File: src/rtl/upower_fetch_pc_unit.sv
// Program-counter and fetch sequencer for the uPower core: fetches over a req/ack
// port, holds the instruction for decode, and resolves b/bc/bclr/bcctr against LR/CTR.
module upower_fetch_pc_unit #(
    parameter int unsigned         PC_WIDTH  = 32,
    parameter int unsigned         XLEN      = 64,
    parameter logic [PC_WIDTH-1:0] RESET_PC  = '0,
    parameter bit                  WORD_ADDR = 1'b1
) (
    input  logic                clock,
    input  logic                reset_n,
    output logic                imem_req,
    output logic [PC_WIDTH-1:0] imem_addr,
    input  logic                imem_ack,
    input  logic [31:0]         imem_rdata,
    output logic [31:0]         instr,
    output logic                instr_valid,
    input  logic                resolve_valid,
    input  logic [5:0]          opcode,
    input  logic [9:0]          xo,
    input  logic                aa,
    input  logic                lk,
    input  logic [4:0]          bo,
    input  logic                cond_true,
    input  logic [23:0]         li,
    input  logic [13:0]         bd,
    input  logic                spr_wr_en,
    input  logic                spr_sel,
    input  logic [XLEN-1:0]     spr_wdata,
    output logic [PC_WIDTH-1:0] pc,
    output logic [XLEN-1:0]     lr,
    output logic [XLEN-1:0]     ctr,
    output logic                branch_taken
);
    typedef enum logic [1:0] {ST_IDLE, ST_FETCH, ST_EXEC} state_t;

    localparam logic [PC_WIDTH-1:0] INC        = WORD_ADDR ? PC_WIDTH'(1) : PC_WIDTH'(4);
    localparam logic [PC_WIDTH-1:0] ALIGN_MASK = WORD_ADDR ? {PC_WIDTH{1'b1}} : ~PC_WIDTH'(3);

    state_t              state_q, state_d;
    logic [PC_WIDTH-1:0] pc_q, pc_d;
    logic [XLEN-1:0]     lr_q, lr_d;
    logic [XLEN-1:0]     ctr_q, ctr_d;
    logic [31:0]         instr_q, instr_d;
    logic                imem_req_q, imem_req_d;
    logic                instr_valid_q, instr_valid_d;
    logic                branch_taken_q, branch_taken_d;

    logic [PC_WIDTH-1:0] li_ext, bd_ext, disp_li, disp_bd;
    logic [PC_WIDTH-1:0] pc_inc, br_target;
    logic [XLEN-1:0]     ctr_n;
    logic                is_b, is_bc, is_bclr, is_bcctr, is_branch;
    logic                ctr_ok, cond_ok, br_taken;

    // Byte-addressed PCs scale displacements to instruction granularity.
    assign li_ext  = {{(PC_WIDTH-24){li[23]}}, li};
    assign bd_ext  = {{(PC_WIDTH-14){bd[13]}}, bd};
    assign disp_li = WORD_ADDR ? li_ext : {li_ext[PC_WIDTH-3:0], 2'b00};
    assign disp_bd = WORD_ADDR ? bd_ext : {bd_ext[PC_WIDTH-3:0], 2'b00};

    assign is_b      = (opcode == 6'd18);
    assign is_bc     = (opcode == 6'd16);
    assign is_bclr   = (opcode == 6'd19) && (xo == 10'd16);
    assign is_bcctr  = (opcode == 6'd19) && (xo == 10'd528);
    assign is_branch = is_b || is_bc || is_bclr || is_bcctr;

    assign pc_inc   = pc_q + INC;
    assign ctr_n    = ((is_bc || is_bclr) && !bo[2]) ? ctr_q - XLEN'(1) : ctr_q;
    assign ctr_ok   = is_bcctr || bo[2] || ((ctr_n != '0) ^ bo[1]);
    assign cond_ok  = bo[4] || (cond_true == bo[3]);
    assign br_taken = is_b || ((is_bc || is_bclr || is_bcctr) && ctr_ok && cond_ok);

    always_comb begin
        br_target = pc_inc;
        if (is_b) begin
            br_target = aa ? disp_li : pc_q + disp_li;
        end else if (is_bc) begin
            br_target = aa ? disp_bd : pc_q + disp_bd;
        end else if (is_bclr) begin
            br_target = lr_q[PC_WIDTH-1:0] & ALIGN_MASK;
        end else if (is_bcctr) begin
            br_target = ctr_q[PC_WIDTH-1:0] & ALIGN_MASK;
        end
    end

    always_comb begin
        state_d        = state_q;
        pc_d           = pc_q;
        lr_d           = lr_q;
        ctr_d          = ctr_q;
        instr_d        = instr_q;
        branch_taken_d = 1'b0;
        case (state_q)
            ST_IDLE: state_d = ST_FETCH;
            ST_FETCH: begin
                if (imem_ack) begin
                    instr_d = imem_rdata;
                    state_d = ST_EXEC;
                end
            end
            ST_EXEC: begin
                if (resolve_valid) begin
                    state_d = ST_FETCH;
                    if (is_branch) begin
                        // Target reads the old LR, so bclr+lk sees LR before relinking.
                        pc_d           = br_taken ? br_target : pc_inc;
                        branch_taken_d = br_taken;
                        if (is_bc || is_bclr) ctr_d = ctr_n;
                        if (lk) lr_d = XLEN'(pc_inc);
                    end else begin
                        pc_d = pc_inc;
                        if (spr_wr_en) begin
                            if (spr_sel) ctr_d = spr_wdata;
                            else         lr_d  = spr_wdata;
                        end
                    end
                end
            end
            default: state_d = ST_IDLE;
        endcase
        imem_req_d    = (state_d == ST_FETCH);
        instr_valid_d = (state_d == ST_EXEC);
    end

    always_ff @(posedge clock) begin
        if (!reset_n) begin
            state_q        <= ST_IDLE;
            pc_q           <= RESET_PC;
            lr_q           <= '0;
            ctr_q          <= '0;
            instr_q        <= '0;
            imem_req_q     <= 1'b0;
            instr_valid_q  <= 1'b0;
            branch_taken_q <= 1'b0;
        end else begin
            state_q        <= state_d;
            pc_q           <= pc_d;
            lr_q           <= lr_d;
            ctr_q          <= ctr_d;
            instr_q        <= instr_d;
            imem_req_q     <= imem_req_d;
            instr_valid_q  <= instr_valid_d;
            branch_taken_q <= branch_taken_d;
        end
    end

    assign imem_req     = imem_req_q;
    assign imem_addr    = pc_q;
    assign instr        = instr_q;
    assign instr_valid  = instr_valid_q;
    assign pc           = pc_q;
    assign lr           = lr_q;
    assign ctr          = ctr_q;
    assign branch_taken = branch_taken_q;
endmodule

File: config.mk
export PLATFORM = sky130hd
export DESIGN_NAME = upower_fetch_pc_unit
export DESIGN_NICKNAME = d
export VERILOG_FILES = /design/src/rtl/upower_fetch_pc_unit.sv
export SDC_FILE = /design/constraint.sdc
export NUM_CORES = 1
export LEC_CHECK = 0
export ABC_AREA = 1
export CAP_MARGIN = 20
export CORE_MARGIN = 2
export CORE_UTILIZATION = 40
export DETAILED_ROUTE_END_ITERATION = 10
export PLACE_DENSITY_LB_ADDON = 0.25
export SETUP_SLACK_MARGIN = 0.1
export SLEW_MARGIN = 20
export SYNTH_ARGS = -nofsm -noshare
export SYNTH_HDL_FRONTEND = slang
export SYNTH_SLANG_ARGS = --single-unit
File: constraint.sdc
create_clock -name clock -period 2.7 [get_ports clock]
set_clock_uncertainty 0.05 [all_clocks]
set_input_delay 0.405 -clock clock [delete_from_list [all_inputs] [get_ports clock]]
set_output_delay 0.405 -clock clock [all_outputs]
set_load 0.02 [all_outputs]
==> results.md <==
* Status: finished, violations left
* Failing checks: setup timing
* Initial antenna violation count at 0
* CP peak stage delay at 0.35 ns
* Worst-margin pin slew at 0.580 ns
* Setup crit start kind: register
* Logic pwr share at 31.0%
* PortBufs at 389
* Critical path peak fanout at 15
* RSZ-0062 raised after global routing: yes
* Critical Path RT at 3.08 ns
* Final hold violations at 0
* Synth Cell Area at 0.0170 mm^2
* Slew Limit Fails at 0
* Initial Util at 40.5%
* Syn avg cell area at between 5 and 6 um^2
* Synth Area in XOR/XNOR at 3.87%
* Syn Nets at 3148
* # fillers at 3843
* Area occupied by multi-input gates at around 0.012 mm^2
* Power Total at 8.35 mW
* Largest family of logic cells by synthesized area: simple AND/OR/NAND/NOR gates
* Detail Placement HPWL at 71.4 mm
* # hold bufs at CTS at 0
* Worst-Skew Late Latency at 0.50 ns
* Sequential area share after synthesis at 23.2%
* Worst hold path stage count at 3
* Multiplexer area fraction after synthesis at 0%
* Seq cells post-synth at between 150 and 200
* Synth-to-layout area growth at 67.0%
* # diodes at 0
* Via/cell ratio at 5.54
* Routing usage on met2 at between 60% and 70%
* Clk sinks at 197
* Yosys cell types at 53
* Compound-Gate Fraction of Synth Area at 22.3%
* WP data arrival at around 3.6 ns
* Synth Area in Simple Gates at 36.6%
* Static leakage at ~14 nW
* Seq pwr share at 35.9%
* I/O pin count at 391
* Top post-synthesis cells by area: dfxtp_1 (23%), nand2_1 (19%), o21ai_0 (9.0%), nor2_1 (9.0%), a21oi_1 (7.0%)
* CTS Buffer Depth at 2
* Mapped Cells at approximately 2900
* Slew Limit Headroom at a little over 60%
* H-tree levels at 4
* Syn. warnings at 0
* Clk root buf: clkbuf_16
* Clock power frac at between 30 and 40%
* Net Switching at 2.86 mW
* First-pass GRT wire length at around 130 mm
* Cell Chain, Critical Path: buf_6 -> nor2_4 -> inv_1 -> nor2_4 -> buf_4 -> buf_4 -> xor2_1 -> nand2_1 -> nand2_1 -> nor2_1 -> nand2_1 -> nor2_2 -> nand2_1 -> nor2_4 -> buf_6 -> nand3_1 -> nand3_2 -> nand2_4 -> buf_12 -> buf_16 -> nand3b_1 -> nand3_1 -> a21oi_2
* Worst hold-check path type: in -> reg
* Num CTS Buffers at 17
* Std cell rows at 75
* FF-to-FF path depth at 23
* Most Crowded Layer GR: met2
* Post-Route WL at 89.3 mm
* Core region area at around 0.042 mm^2
* Die height at 210 um
* Post-synthesis adder-cell area fraction at 4.95%
* Post-synth top area share at 23.2%
* WL/cell at 20.0 um
* Slowest-stage cell, CP: dfxtp_2
* Die Wd at around 210 um
* Fmax at 309 MHz
* First-pass DRT Iterations at 7
* Die ar. at between 0.04 and 0.05 mm^2
* Congestion Overflow GR at 0
* Met3 GRT Util at 5.08%
* All-Layer GR Usage at 38.6%
* GPL Wtd Cong at 1.01
* Met1 Use GR at 49.5%
* Layout cell share with drive strength beyond 1 at 25.4%
* Vias post-DR at 24746
* # setup viols final at 33
* Min Tclk post-route at 3.24 ns
* Critical setup path kind: reg -> reg
* Period utilization at 120%
* Vias in the first global route at 23281
* Largest net degree at the start of global routing at 94
* IR drop worst, VDD at 0.356 mV
* Worst reg-to-reg setup slack at -0.54 ns
* Antenna-violating nets left at 0
* Post-layout nets at 4148
* Hold Worst Slack at approximately 0.27 ns
* CTS tree: done
* DRC viols at 0
* Crit end category: register
* Net Sw Frac at 34.2%
* Pwr dens at 294 mW/mm^2
* Post-route setup slack at -0.541 ns
* Initial DRC count at 2723
* MaxCap Viol Count at 0
* Internal power at around 5.5 mW
* Register Area at 0.00400 mm^2
* Critical path's most frequent cell: nand2_1
* Clock-pin slew on the worst setup and hold paths at around 0.090 ns
* Cell taking the most area after synthesis: dfxtp_1
## cell type report
| class | instances | share of cell area (%) |
|---|---|---|
| multi-input combinational | 2358 | 42.9 |
| timing repair buffer | 1145 | 35.8 |
| inverter | 199 | 2.66 |
| clock inverter | 15 | 0.661 |
| tap | 539 | 2.38 |
| sequential | 197 | 14.1 |
| clock buffer | 17 | 1.50 |
## metrics by stage
step	cell area [um^2]	setup slack (ns)	cells	TNS, ns	util, %
global route	28400	-0.772	4470	-23.91	67.7
floorplan	17100	0.00486	2918	0	-
global placement	26600	-0.990	4397	-90.22	63.3
CTS	27600	-0.397	4444	-11.81	65.9
finish	28400	-0.541	4470	-16.28	67.7
detailed placement	26600	-1.02	4397	-101.67	63.3
## placed cells by master, fill, tap and decap left out, types with 20 or more instances in the layout
cell type | netlist | final
a21oi_1 | 239 | 234
o21ai_0 | 307 | 290
inv_1 | 194 | 187
nand3b_1 | 42 | 42
ha_1 | 64 | 61
nand2_1 | 860 | 821
nor2_4 | 3 | 34
dfxtp_1 | 197 | 169
nand2_2 | 1 | 33
a31oi_1 | 83 | 83
nor3_1 | 31 | 28
xor2_1 | 49 | 49
clkdlybuf4s50_1 | 0 | 387
buf_12 | 0 | 32
nand3_1 | 132 | 126
dfxtp_2 | 0 | 20
buf_4 | 33 | 699
nor2_2 | 5 | 60
xnor2_1 | 26 | 26
clkbuf_16 | 0 | 23
nor2_1 | 406 | 320
## sequential cells by signal (all words and copies together) (netlist names)
register and count:
imem_req 1, instr 32, instr_valid 1, branch_taken 1
lr 64, ctr 64, imem_addr 32, state_q 2
## path summary, 6_finish.rpt
kind,end,start
max,imem_addr[23],ctr[4]
min,ctr[7],reset_n
max reg2reg,imem_addr[23],ctr[4]
min reg2reg,lr[42],lr[42]
## Yosys cell counts (all sizes together)
cell type and n:
clkinv 4, nand3b 42, nand4 15, or3 1, a221oi 3, o21bai 4, a21oi 240, or2 6
nor4 5, o211a 1, o211ai 12, o221ai 5, a21boi 7, clkbuf 100, nor3 32, and3 1
o22ai 1, nor2 414, fa 2, ha 64, buf 64, a22oi 5, xor2 49, o311ai 2
o21a 5, xnor2 26, a211oi 5, a32oi 2, nand3 133, a32o 1, a2bb2oi 1, a21o 7
o21ai 313, o31ai 1, and2 1, dfxtp 197, nand2 866, a31o 1, nor3b 2, a31oi 83
inv 195
## cell families after synthesis
group,Yosys count
flops,197
compound gates,699
buf+inv,363
xor+xnor,75
simple gates,1518
fa+ha+maj,66
## power by group through the flow
| stage | combinational (mW) | sequential (mW) | clock (mW) |
|---|---|---|---|
| floorplan | 0.950 | 3.13 | 0 |
| global placement | 2.37 | 3.06 | 0 |
| detailed placement | 2.39 | 3.07 | 0 |
| CTS | 2.47 | 3.00 | 2.77 |
| global route | 2.77 | 3.00 | 2.88 |
| finish | 2.59 | 3.00 | 2.76 |
## critical path, delay by kind of cell, from the launching register on
kind	cells	cell delay (ns)
AOI/OAI and AO/OA	1	0.16
DFF	1	0.35
xor gates and xnor gates	1	0.06
buffers and inverters	7	0.87
and+or+nand+nor	14	1.66
## per-layer routing
| metal | routed length [um] | part of all wire, % |
|---|---|---|
| met2 | 41100 | 46 |
| met4 | 4590 | 5.1 |
| met5 | 0 | 0 |
| met1 | 35700 | 40 |
| met3 | 7870 | 8.8 |
## repair_timing
item | in CTS | in global routing
endpoints found under the setup margin | 157 | 158
buffers inserted | 13 | 20
cloned | 2 | 6
resized for setup | 100 | 151
pin swaps | 21 | 40
hold endpoints to repair | 0 | 0
Power figures use the tool's default switching activity.
